File: src/rtl/beamscaler_cond_pkg.sv
// Shared types and sizing helpers for the beam scaler trigger conditioning stage.
package beamscaler_cond_pkg;

  typedef enum logic [1:0] {
    ST_IDLE      = 2'd0,
    ST_RUN       = 2'd1,
    ST_WAIT_DONE = 2'd2
  } cond_state_e;

  localparam int DEF_STRETCH      = 4;
  localparam int DEF_TIMER_PERIOD = 1000;
  localparam int STRETCH_BITS     = $clog2(DEF_STRETCH + 1);
  localparam int TIMER_BITS       = $clog2(DEF_TIMER_PERIOD);

  function automatic int nch(input int nbeams, input int nscalers);
    return nbeams * nscalers;
  endfunction

  function automatic int stretch_bits(input int stretch);
    return $clog2(stretch + 1);
  endfunction

  function automatic int timer_bits(input int period);
    return $clog2(period);
  endfunction

endpackage

File: src/rtl/trig_stretch_ch.sv
// One trigger channel: mask, one-cycle history and a minimum-width stretch counter.
module trig_stretch_ch
  import beamscaler_cond_pkg::*;
#(
  parameter int STRETCH = 4
) (
  input  logic ifclk_i,
  input  logic rst_n_i,
  input  logic trig_i,
  input  logic mask_i,
  output logic count_o
);

  localparam int SB = stretch_bits(STRETCH);

  logic          t;
  logic          r_q;
  logic [SB-1:0] cnt_q, cnt_d;

  // Reloading on every high cycle covers the rising edge and makes a held
  // level trail by STRETCH-1 cycles; a mask kills the pulse at once.
  always_comb begin
    t     = trig_i & ~mask_i;
    cnt_d = cnt_q;
    if (mask_i)               cnt_d = '0;
    else if (t)               cnt_d = SB'(STRETCH);
    else if (cnt_q != '0)     cnt_d = cnt_q - 1'b1;
  end

  always_ff @(posedge ifclk_i or negedge rst_n_i) begin
    if (!rst_n_i) begin
      r_q   <= 1'b0;
      cnt_q <= '0;
    end else begin
      r_q   <= t;
      cnt_q <= cnt_d;
    end
  end

  assign count_o = (cnt_q != '0) | r_q;

endmodule

File: src/rtl/beamscaler_trig_cond.sv
// Trigger conditioning, scaler gate timer and done-handshake tracking for the
// beam scaler bank, all in the ifclk domain.
module beamscaler_trig_cond
  import beamscaler_cond_pkg::*;
#(
  parameter int NBEAMS       = 46,
  parameter int NSCALERS     = 2,
  parameter int STRETCH      = 4,
  parameter int TIMER_PERIOD = 1000,
  localparam int NCH         = nch(NBEAMS, NSCALERS)
) (
  input  logic            ifclk_i,
  input  logic            rst_n_i,
  input  logic [NCH-1:0]  trig_i,
  input  logic [NCH-1:0]  mask_i,
  input  logic            en_i,
  input  logic            done_i,
  output logic [NCH-1:0]  count_o,
  output logic            timer_o,
  output logic [15:0]     period_cnt_o,
  output logic            overrun_o
);

  localparam int               TB     = timer_bits(TIMER_PERIOD);
  localparam logic [TB-1:0]    T_LAST = TB'(TIMER_PERIOD - 1);

  localparam logic [1:0] S_IDLE      = ST_IDLE;
  localparam logic [1:0] S_RUN       = ST_RUN;
  localparam logic [1:0] S_WAIT_DONE = ST_WAIT_DONE;

  for (genvar c = 0; c < NCH; c++) begin : g_ch
    trig_stretch_ch #(.STRETCH(STRETCH)) u_ch (
      .ifclk_i (ifclk_i),
      .rst_n_i (rst_n_i),
      .trig_i  (trig_i[c]),
      .mask_i  (mask_i[c]),
      .count_o (count_o[c])
    );
  end

  logic [1:0]    state_q, state_d;
  logic [TB-1:0] tcnt_q, tcnt_d;
  logic          timer_q, timer_d;
  logic [15:0]   period_q, period_d;
  logic          ovr_q, ovr_d;

  // The FSM reacts to the registered gate pulse, so it sees the same pulse
  // the scaler bank does.
  always_comb begin
    state_d  = state_q;
    tcnt_d   = tcnt_q;
    timer_d  = 1'b0;
    period_d = period_q;
    ovr_d    = ovr_q;
    if (!en_i) begin
      state_d = S_IDLE;
      tcnt_d  = '0;
      ovr_d   = 1'b0;
    end else begin
      if (state_q != S_IDLE) begin
        timer_d = (tcnt_q == T_LAST);
        tcnt_d  = (tcnt_q == T_LAST) ? '0 : tcnt_q + 1'b1;
      end
      case (state_q)
        S_IDLE:  state_d = S_RUN;
        S_RUN:   if (timer_q) state_d = S_WAIT_DONE;
        S_WAIT_DONE: begin
          if (done_i) begin
            period_d = period_q + 16'd1;
            if (!timer_q) state_d = S_RUN;
          end else if (timer_q) begin
            ovr_d = 1'b1;
          end
        end
        default: state_d = S_IDLE;
      endcase
    end
  end

  always_ff @(posedge ifclk_i or negedge rst_n_i) begin
    if (!rst_n_i) begin
      state_q  <= S_IDLE;
      tcnt_q   <= '0;
      timer_q  <= 1'b0;
      period_q <= '0;
      ovr_q    <= 1'b0;
    end else begin
      state_q  <= state_d;
      tcnt_q   <= tcnt_d;
      timer_q  <= timer_d;
      period_q <= period_d;
      ovr_q    <= ovr_d;
    end
  end

  assign timer_o      = timer_q;
  assign period_cnt_o = period_q;
  assign overrun_o    = ovr_q;

endmodule

File: config.mk
export PLATFORM = sky130hd
export DESIGN_NAME = beamscaler_trig_cond
export DESIGN_NICKNAME = d
export VERILOG_FILES = /design/src/rtl/beamscaler_cond_pkg.sv /design/src/rtl/trig_stretch_ch.sv /design/src/rtl/beamscaler_trig_cond.sv
export SDC_FILE = /design/constraint.sdc
export NUM_CORES = 1
export LEC_CHECK = 0
export CAP_MARGIN = 40
export CELL_PAD_IN_SITES_DETAIL_PLACEMENT = 0
export CELL_PAD_IN_SITES_GLOBAL_PLACEMENT = 2
export CORE_MARGIN = 2
export CORE_UTILIZATION = 39
export CTS_CLUSTER_DIAMETER = 120
export CTS_CLUSTER_SIZE = 40
export DETAILED_ROUTE_END_ITERATION = 7
export PLACE_DENSITY_LB_ADDON = 0.1
export SYNTH_ARGS = -nofsm -noshare
export SYNTH_HDL_FRONTEND = slang
export SYNTH_HIERARCHICAL = 1
export SYNTH_SLANG_ARGS = --single-unit
File: constraint.sdc
create_clock -name ifclk_i -period 3.5 [get_ports ifclk_i]
set_clock_uncertainty 0.15 [all_clocks]
set_input_delay 0.35 -clock ifclk_i [delete_from_list [all_inputs] [get_ports ifclk_i]]
set_output_delay 0.35 -clock ifclk_i [all_outputs]
set_load 0.01 [all_outputs]
==> results of run 1 <==
## critical path, stage by stage, from the launching register on
cell	delay (ps)
dfrtp_1	420
inv_1	100
ha_1	230
nand2b_4	80
or2_2	280
clkdlybuf4s50_1	530
## logic make-up (layout without fill, tap and decap cells)
kind of cell	count (synthesis)	in the layout	synth area share
compound gates	197	197	0.102
xor+xnor	113	113	0.0465
simple gates	799	799	0.240
buf+inv	189	518	0.0339
flops	398	398	0.468
fa+ha+maj	186	186	0.109
other cells	0	1	0
## final timing paths
kind	endpoint	slack (ps)	depth (start not counted)
min reg2reg	period_cnt_o[15]	340	1
max in group asynchronous	g_ch[12].u_ch/cnt_q[2]	2080	3
max	count_o[38]	810	5
max reg2reg	tcnt_q[6]	1670	4
min in group ifclk_i	g_ch[78].u_ch/cnt_q[1]	250	2
min	g_ch[31].u_ch/r_q	200	2
## cell usage in the layout, fill, tap and decap left out, drive strengths merged, types with 2 or more instances in the layout
cell type / netlist / final
a2111oi: 92 / 92
a211oi: 92 / 92
a21oi: 3 / 3
a22o: 2 / 2
and2: 2 / 2
and3: 2 / 2
and4b: 2 / 2
buf: 3 / 9
bufinv: 0 / 2
clkbuf: 0 / 15
clkdlybuf4s50: 0 / 296
dfrtp: 398 / 398
ha: 186 / 186
inv: 186 / 193
nand2: 12 / 12
nand2b: 93 / 93
nand3: 9 / 9
nand4: 5 / 5
nor2: 290 / 290
nor2b: 185 / 185
nor3: 95 / 95
nor3b: 2 / 2
nor4: 4 / 4
nor4b: 2 / 2
o21a: 2 / 2
o21ai: 3 / 3
or2: 93 / 93
xnor2: 107 / 107
xor2: 6 / 6
## flip-flops by register name, summed over array words and instances (netlist names)
signal and flops:
g_ch.u_ch/cnt_q 276, g_ch.u_ch/r_q 92, period_cnt_o 16, tcnt_q 10, state_q 2, overrun_o 1
timer_o 1
## cell type report
class	count	area, um^2
clock buffers	15	375
repair buffers	306	3100
fillers	4976	28100
inverters	186	698
clock inverters	11	160
multi-input cells	1295	10600
well taps	696	871
diodes	1	2.50
flip-flops and latches	398	9960
## layer usage
metal,global-route usage,wire length (um),vias up,part of all wire
met5,0,45,-,0.0011
met4,0.0229,418,8,0.010
met3,0.0360,2260,32,0.054
met2,0.264,20200,166,0.49
met1,0.195,18700,6575,0.45
li1,-,-,6910,-
## through the flow
stage,cell area (um^2),hold slack (ps),util
4_1_cts,25800,212,0.478
5_1_grt,25800,230,0.478
3_3_place_gp,25200,235,0.468
3_5_place_dp,25200,239,0.468
2_1_floorplan,21300,-95.6,-
6_report,25800,198,0.478
## where the power goes
group          leakage, uW  internal (uW)  switching (uW)
logic              0.00547           1700            1600
clock network     0.000259           1010            1600
registers          0.00525           4940             191
total               0.0110           7650            3380
==> reports/results.txt, run 1 <==
For the total I/O pin count, the log shows 298. Timing would allow up to 0.372 GHz. The HPWL after detailed placement is 31400 um. In the final timing run, aggregate negative setup slack is 0 ps. The number of clock buffers added by TritonCTS is 15. The Yosys warning count came out at 6.

Counting flops and latches in the post-synthesis netlist gives 398. The post-layout worst setup margin was 809 ps. The number of placed instances with taps included was 2880; the post-layout minimum cycle time was 2690 ps. TritonCTS built the clock tree.

The tools report the source of the worst register-to-register timing path as state_q[1]. Tracing the worst setup path back leads to its startpoint at g_ch[38].u_ch/cnt_q[0]. For this block, the routed nets add up to 41600 um of wire. The floorplan step set the die height to 238 um.

The count of input and output buffers was 297. The fraction of registers with async set/reset was 1.00. From left edge to right edge, the die measures 238 um. The worst slew slack as a fraction of its limit came out at 0.502. The starting utilization of the core area came out at 0.395.

The die covers 56500 um^2. The clock passes through at most 3 buffers. In this run, post-CTS repair resized a total of 0 instances. The buffers inserted during post-CTS setup optimization came out at 0.

The number of flops mapped to enable cells by yosys was 0; the clock-pin slew of the registers on the worst-case setup and hold paths was 150 ps. The run gives 14300 as the via count of the first global-routing pass. The average via count per standard cell works out to 4.71. The logs give 0 for the residual overflow from global routing and 1060 ps for the worst-case setup slack after placement.

When the netlist entered floorplanning its net count stood at 2256. The run gives 0.152 as the global routing usage summed across all routing layers. Static leakage: 0.0110 uW. Across the run, the number of max-cap violations was 0. After detailed routing, the number of remaining DRC violations is 0. The run gives 53900 um^2 as the core area. Setup repair after global routing left no endpoint under its margin. In the final routed layout, each cell accounts on average for 14.3 um. The run gives 0 as the final number of hold-violating endpoints. The tools report the final-stage net count as 2576.

Data on the critical path arrives at its endpoint at 2190 ps. STA classifies the critical path startpoint as a flip-flop. Overall power consumption after layout is estimated at 11000 uW. Yosys instantiated no cell more often than dfrtp_1.

By count the netlist is led by dfrtp_1, nor2_1, ha_1, inv_1, xnor2_1. The run gives 447 as the first-iteration detailed-routing DRC count. At the pin with the least slew margin, the transition time is 745 ps. At the end of routability-driven placement, the weighted congestion stood at 0.752.

The post-synthesis instance total is 1882. For the maximum level of the CTS H-tree, the log shows 1. Across the VDD grid, the largest voltage drop is 402 uV. The later pin in the worst-skew pair is clocked with a latency of 560 ps. Compared with the post-synthesis result, the final layout area differs by 21.1%.

For this design, the sink count on the clock tree is 398. The initialized floorplan defines 85 standard-cell rows. The final clock period utilization by the worst path was 0.769; the proportion of synthesized chip area in sequential cells was 0.468. For this design the ratio of total power to cell area is 428 nW/um^2. The critical path is of the flip-flop to output port type. The synthesized area per cell is 11.3 um^2.

Setup violations remaining at the end of the flow were counted as 0. The number of different library cells in the post-synthesis netlist is 40. Most frequently used flop master after synthesis: dfrtp_1. Summed over all instances, the cell type with the most area after synthesis is dfrtp_1.

Across all layers, the routed design uses 13700 vias. The length of the first detailed-routing pass in iterations is 5, and the post-cts hold buffer count is 1. The share of post-route cells with drive strength above 1 works out to 0.186.

The pin count of the biggest net entering global routing was 75. For this run, the number of standard cells in the final layout without fillers is 2908. The wire length of the first global-routing pass is 71200 um.

Of all nets on the critical path, the largest fanout is 4. The combined area of all synthesized cells was 21300 um^2; the fraction of synthesized cell area taken by the top area cell type was 0.468. The tools report the endpoint class of the critical path as an output port. The path class of the tightest hold or removal check is input port to asynchronous set/reset pin. The run gives 0 as the number of max-slew violations in the final report. Clock tree synthesis selected as its root buffer the cell clkbuf_16.

The initial antenna violation count is 5. In this run the remaining antenna-violating nets after routing total 0. In the post-synthesis netlist, the biggest area contributors are dfrtp_1, ha_1, a2111oi_2, nand2b_4, nor2_1. For the required time of the critical path, the log shows 3000 ps. The run finished with clean final reports.
Power figures use the tool's default switching activity.
==> run 2: changes to the inputs <==
- CORE_UTILIZATION: 39 -> 37
- clock period: 3.5 -> 2.8 ns (I/O delays scaled with it)
==> run 2 against run 1 <==
  * Cell count up 2.4%
  * Die area grew 5.3%
  * Combinational power increased by 26%
  * Power is 23% higher
  * Highest routed layer unchanged
  * Core utilization shrank 2.1 points
  * Clock-buffer cell count is the same
  * Via count rose by 1.1%
  * Global-route usage shrank 0.49 points
  * Routed wire length grew 2.1%
  * Non-clock buffer count increased by 8
  * Worst setup slack got worse by 630 ps
  * Largest cell class unchanged
==> reports/results.txt, run 2 (synthesis results as in run 1) <==
The run finished with clean final reports. The starting utilization of the core area is 0.376 (-0.0187). The count of vias placed by the detailed router was 13800 (+1.1%). Static timing analysis puts the maximum clock frequency at 0.381 GHz. The HPWL after detailed placement came out at 32400 um (+3.2%). The worst-case setup slack after placement is 710 ps (-353 ps). STA classifies the critical path startpoint as a flip-flop. The length of routed wiring on met1 is 19300 um (+3.5%). Critical setup path kind: flip-flop to output port. The antenna violation net count after detailed routing is 0 (unchanged). The commonest non-fill, non-tap cell in the layout is dfrtp_1.

The logs give 0.775 (+3.0%) for the final weighted congestion of routability-driven global placement and 25900 um^2 (+0.46%) for the summed area of non-filler cells in the final layout. Count of input and output buffers: 297 (unchanged). The final sum of negative setup slack is 0 ps (unchanged). The logs give 0 (unchanged) for the number of violations of the max-capacitance limit and 1 (unchanged) for the maximum level of the CTS H-tree. The share of post-route cells with drive strength above 1 was 0.188 (+0.00257); the number of gates resized after cts was 0 (unchanged).

The number of flip-flops under the largest register name is 276 (unchanged), and the placed instance area is 25400 um^2 (+0.68%). Signal routing reaches up to met5. The full die area was 59500 um^2 (+5.3%). The total number of clock tree sinks was 398 (unchanged); the largest stage delay on the critical path was 560 ps (+30 ps). The maximum VDD drop was 397 uV (-1.3%); the worst slew slack as a fraction of its limit was 0.606 (+0.104).

From synthesis to final layout, the design area changed by 21.6%. The critical path starts at g_ch[40].u_ch/cnt_q[0]. The vertical extent of the die was 244 um (+2.6%). The total power density per cell area is 525 nW/um^2 (+23%), and the portion of total power attributed to sequential cells is 0.472 (+0.007). The post-layout minimum cycle time was 2630 ps; the insertion delay to the later sink of the worst-skew pair was 550 ps (about the same). Setup repair after global routing left no endpoint under its margin. The run gives 0 (unchanged) as the final count of negative-setup-slack endpoints.

The number of max-slew violations in the final report was 0 (unchanged). Residual DRC count: 0 (unchanged). The transition time of the tightest slew-check pin is 591 ps (-154 ps).

Total internal power: 9380 uW (+23%). The wire length of the first global-routing pass came out at 72800 um (+2.3%). The number of standard-cell rows in the floorplan is 87 (+2.4%), and the residual overflow from global routing is 0 (unchanged). For the number of clock buffers inserted by TritonCTS, the log shows 15 (unchanged).

The required time of the critical path came out at 2370 ps (-630 ps). In this run the critical register-to-register path is launched from tcnt_q[0]. The clock tree buffer depth was 3 (unchanged); the first-iteration detailed-routing DRC count was 410 (-8.3%). Walking the worst path, the cells encountered are inv_1 -> ha_1 -> nand2b_4 -> or2_2 -> clkdlybuf4s50_1. For the clock share of power, the log shows 0.221 (-0.015). For the number of filler instances in the final layout, the log shows 5266 (+5.8%). The clock-pin slew of the registers on the worst-case setup and hold paths was 140 ps (about the same).

The run gives 5 (unchanged) as the length of the first detailed-routing pass in iterations. Final clock period utilization by the worst path: 0.938. The average via count per standard cell was 4.65 (-1.3%).

For the buffers inserted during post-CTS setup optimization, the log shows 0 (unchanged). For the total length of routed met2 wires, the log shows 20100 um (-0.27%). Leaving out fill and tap cells, the most frequent cells in the layout are dfrtp_1, clkdlybuf4s50_1, nor2_1. The global routing usage summed across all routing layers was 0.147 (-0.00488).

The detail-routed net length per standard cell works out to 14.3 um (-0.26%). The via count of the first global-routing pass is 14500 (+1.9%), and the initial antenna violation count is 6 (+1). The tools report the combinational share of power as 0.307 (+0.008). The post-layout utilization of the core came out at 0.457 (-0.0206). The maximum net fanout on the critical path was 4 (unchanged). Register ranked first by flip-flop count: g_ch.u_ch/cnt_q.

The post-layout worst setup margin was 175 ps (-634 ps); the routed length on met3 was 2460 um (+8.9%). The core area is 56600 um^2 (+5.0%). The static leakage is 0.0110 uW (+0.18%), and the final-stage net count is 2584 (+0.31%). The tools report the post-cts hold buffer count as 1 (unchanged). The cell sitting at the root of the clock tree is a clkbuf_16. The endpoint class of the critical path was an output port. The run gives 298 (unchanged) as the total I/O pin count. Pin count of the biggest net entering global routing: 69 (-8.0%). The worst hold path belongs to the class input port to asynchronous set/reset pin. The switching fraction of total power came out at 0.310 (+0.00296). For the net switching component of the power, the log shows 4210 uW (+24%). TritonCTS built the clock tree. The slowest stage of the critical path is the clkdlybuf4s50_1 cell. The final number of hold-violating endpoints is 0 (unchanged). The tools report the total detailed-routing wirelength as 42500 um (+2.1%). For the data arrival time of the critical path, the log shows 2200 ps (about the same). Horizontal die dimension: 244 um (+2.6%).
==> run 2: cell count changes in the layout (fill, tap and decap cells not counted), sizes merged <==
cell | previous run | this run
clkinv | 1 | 4
inv | 193 | 190
buf | 9 | 17
diode | 1 | 4
bufinv | 2 | 0
clkinvlp | 1 | 2
==> run 2: routing by layer <==
layer,vias up,track usage
met3,28,0.0349
met4,6,0.0253
li1,6932,-
met2,185,0.249
met5,-,0
met1,6691,0.193
==> run 2: stage by stage <==
stage / total power (uW) / instances / hold slack [ps]
global placement: 10700 / 2948 / 147
floorplan: 9260 / 1882 / -166
CTS: 13900 / 2974 / 107
global route: 14600 / 2975 / 127
finish: 13600 / 2978 / 121
detailed placement: 10700 / 2948 / 143
==> run 2: cell type report <==
| type | count | area, um^2 | area share |
|---|---|---|---|
| Antenna cell | 4 | 10.0 | 0.000387 |
| Clock buffer | 15 | 375 | 0.0145 |
| Clock inverter | 10 | 98.8 | 0.00382 |
| Inverter | 186 | 698 | 0.0270 |
| Multi-Input combinational cell | 1295 | 10600 | 0.410 |
| Sequential cell | 398 | 9960 | 0.385 |
| Tap cell | 756 | 946 | 0.0365 |
| Timing Repair Buffer | 314 | 3200 | 0.123 |
==> run 2: worst paths after layout <==
| kind | endpoint | slack, ps | cells past startpoint |
|---|---|---|---|
| worst min-delay path | g_ch[11].u_ch/cnt_q[1] | 120 | 2 |
| max in group asynchronous | g_ch[70].u_ch/cnt_q[0] | 1540 | 4 |
| worst max register to register | tcnt_q[1] | 1030 | 5 |
| worst min register to register | overrun_o | 370 | 1 |
| worst max-delay path | count_o[40] | 170 | 5 |
| min in group ifclk_i | g_ch[83].u_ch/cnt_q[1] | 200 | 2 |
==> run 2: power groups by stage <==
stage / sequential, uW / combinational [uW] / clock (uW)
6_report: 6410 / 4160 / 3010
5_1_grt: 6480 / 4640 / 3430
3_3_place_gp: 6520 / 4140 / 0
2_1_floorplan: 6480 / 2780 / 0
3_5_place_dp: 6530 / 4190 / 0
4_1_cts: 6420 / 4240 / 3260
==> run 2: worst max-delay path, delay by kind of cell, from the launching register on <==
family	cells	cell delay, ps
adder cells (fa/ha/maj)	1	220
flip-flops	1	410
AND/OR/NAND/NOR	2	350
buffers and inverters	2	650
==> run 3: changes to the inputs <==
- CORE_ASPECT_RATIO: unset -> 2
==> run 3 against run 2 <==
  * Power shrank 2.5%
  * Clock-buffer cell count shrank 1
  * Worst setup slack gained 11 ps
  * Cell count shrank 0.60%
  * Flip-flop and latch count is the same
  * Non-clock buffer count shrank 7
  * First-iteration DRC count grew 15%
  * Critical path type unchanged
==> reports/results.txt, run 3 (synthesis results as in run 1) <==
The flow ran to the end, and the final reports show no timing, DRC or antenna violations. The worst hold path belongs to the class input port to asynchronous set/reset pin. Share of post-route cells with drive strength above 1: 0.182 (-0.00664). The average via count per standard cell is 4.68 (+0.59%).

The length of the first detailed-routing pass in iterations was 4 (-1). The logs give 9960 um^2 (unchanged) for the flip-flop and latch area and 0 (unchanged) for the residual DRC count. The full die area came out at 59600 um^2 (+0.20%). The total I/O pin count came out at 298 (unchanged). The number of standard-cell rows in the floorplan is 124 (+43%), and the post-layout minimum cycle time is 2610 ps (-11.3 ps). The run gives 5558 (+5.5%) as the number of filler instances in the final layout. The register with the most flip-flops in the final layout is g_ch.u_ch/cnt_q.

The insertion delay to the later sink of the worst-skew pair was 540 ps (about the same); the total number of clock tree sinks was 398 (unchanged). The starting utilization of the core area is 0.373 (-0.00323), and the maximum level of the CTS H-tree is 1 (unchanged). The library cell used most frequently in the layout, excluding fill and tap cells, is dfrtp_1.

The final-stage net count is 2575 (-0.35%). Maximum VDD drop: 624 uV (+57%). Cell at the root of the clock tree: clkbuf_16. The worst setup path is captured at an output port. The worst register-to-register path ends at tcnt_q[7]. The number of flip-flops under the largest register name works out to 276 (unchanged). The run gives 2180 ps (-20 ps) as the data arrival time of the critical path.

The critical path is of the flip-flop to output port type. The logs give 0 ps (unchanged) for the final sum of negative setup slack and 34300 um (+5.7%) for the HPWL after detailed placement. The count of input and output buffers is 297 (unchanged). The transition time of the tightest slew-check pin was 517 ps (-74.2 ps); the total detailed-routing wirelength was 44500 um (+4.7%).

The number of violations of the max-capacitance limit is 0 (unchanged). Traced cell by cell, the critical path runs through inv_1 -> ha_1 -> nand2b_4 -> or2_2 -> clkdlybuf4s50_1. The depth of the worst register-to-register path is 5 (unchanged).

The critical path starts at g_ch[37].u_ch/cnt_q[0]. For the number of clock buffers inserted by TritonCTS, the log shows 13 (-2). The logs give 10600 um^2 (unchanged) for the multi-input logic area and 0.450 (-0.00787) for the post-layout utilization of the core. The count of vias placed by the detailed router was 13800 (-0.022%); the total power density per cell area was 516 nW/um^2 (-1.6%). The via count of the first global-routing pass was 15000 (+3.2%); the required time of the critical path was 2370 ps (about the same).

The static leakage was 0.0109 uW (-0.97%); the global routing usage summed across all routing layers was 0.153 (+0.00631). The initial antenna violation count is 9 (+3). The kind of cell adding the most delay to the critical path is buffers and inverters. The final number of hold-violating endpoints is 0 (unchanged). For the first-iteration detailed-routing DRC count, the log shows 472 (+15%).

The run gives 0.779 (+0.50%) as the final weighted congestion of routability-driven global placement. The residual overflow from global routing is 0 (unchanged), and the maximum net fanout on the critical path is 4 (unchanged). The startpoint identified for the worst register-to-register timing path is tcnt_q[0]. Setup repair after global routing left no endpoint under its margin.

The core area came out at 57100 um^2 (+0.87%). The antenna violation net count after detailed routing was 0 (unchanged). The largest stage delay on the critical path was 550 ps (about the same); the worst slew slack as a fraction of its limit was 0.656 (+0.0494).

Post-cts hold buffer count: 1 (unchanged). The pin count of the biggest net entering global routing came out at 86 (+25%). The tools report the number of gates resized after cts as 0 (unchanged). Leaving out fill and tap cells, the most frequent cells in the layout are dfrtp_1, clkdlybuf4s50_1, nor2_1.

The worst path buffer plus inverter count works out to 2 (unchanged). Horizontal die dimension: 174 um (-29%). The highest clock rate is 0.383 GHz (+0.43%). For the final count of negative-setup-slack endpoints, the log shows 0 (unchanged). The reg-to-reg setup timing slack came out at 980 ps (-50 ps).

The logic depth of the worst path, buffers included is 5 (unchanged), and the vertical extent of the die is 343 um (+41%). The final clock period utilization by the worst path is 0.934 (-0.00403), and the number of max-slew violations in the final report is 0 (unchanged). The area growth from synthesis to layout is 20.6%. TritonCTS built the clock tree. The detail-routed net length per standard cell works out to 15.0 um (+5.3%). The logs give 75100 um (+3.1%) for the wire length of the first global-routing pass and 3 (unchanged) for the clock tree buffer depth. The buffers inserted during post-CTS setup optimization was 0 (unchanged); the clock-pin slew of the registers on the worst-case setup and hold paths was 150 ps (about the same). The slowest stage of the critical path belongs to the cell clkdlybuf4s50_1. The worst setup path is launched from a flip-flop.
-- run 3: cell types whose count changed in the layout (fill, tap and decap cells not counted), sizes merged --
cell,before,now
buf,17,10
clkinv,4,0
inv,190,186
clkinvlp,2,0
clkbuf,15,14
-- run 3: worst max path at each step --
stage	to	slack, ps
after global routing	count_o[37]	30
after global placement	period_cnt_o[13]	560
after CTS	count_o[37]	100
final	count_o[37]	190
after detailed placement	period_cnt_o[12]	570
after floorplan	period_cnt_o[12]	1210
-- run 3: power by group --
| group | internal, uW | total [uW] | switching, uW |
|---|---|---|---|
| clock network | 883 | 2680 | 1790 |
| logic | 2130 | 4160 | 2030 |
| registers | 6180 | 6420 | 239 |
| total | 9190 | 13200 | 4060 |
-- run 3: stage by stage --
step | power, uW | std cells | hold WS (ps) | setup WS, ps | cell area, um^2
after global placement | 10700 | 2941 | 117 | 556 | 25300
after detailed placement | 10700 | 2941 | 126 | 567 | 25300
final | 13200 | 2960 | 132 | 186 | 25700
after floorplan | 9260 | 1882 | -166 | 1210 | 21300
after global routing | 14200 | 2958 | 138 | 33.6 | 25700
after CTS | 13600 | 2956 | 102 | 103 | 25700
-- run 3: metal layers --
metal	global-route usage	share of wire
met1	0.173	0.41
met2	0.289	0.52
met3	0.0387	0.060
met4	0.0333	0.015
met5	0	0.0014
-- run 3: area by class of cell --
class / instances / area share
Inverter: 186 / 0.0272
Tap cell: 756 / 0.0369
Timing Repair Buffer: 307 / 0.121
Antenna cell: 4 / 0.000390
Multi-Input combinational cell: 1295 / 0.413
Clock buffer: 14 / 0.0132
Sequential cell: 398 / 0.388
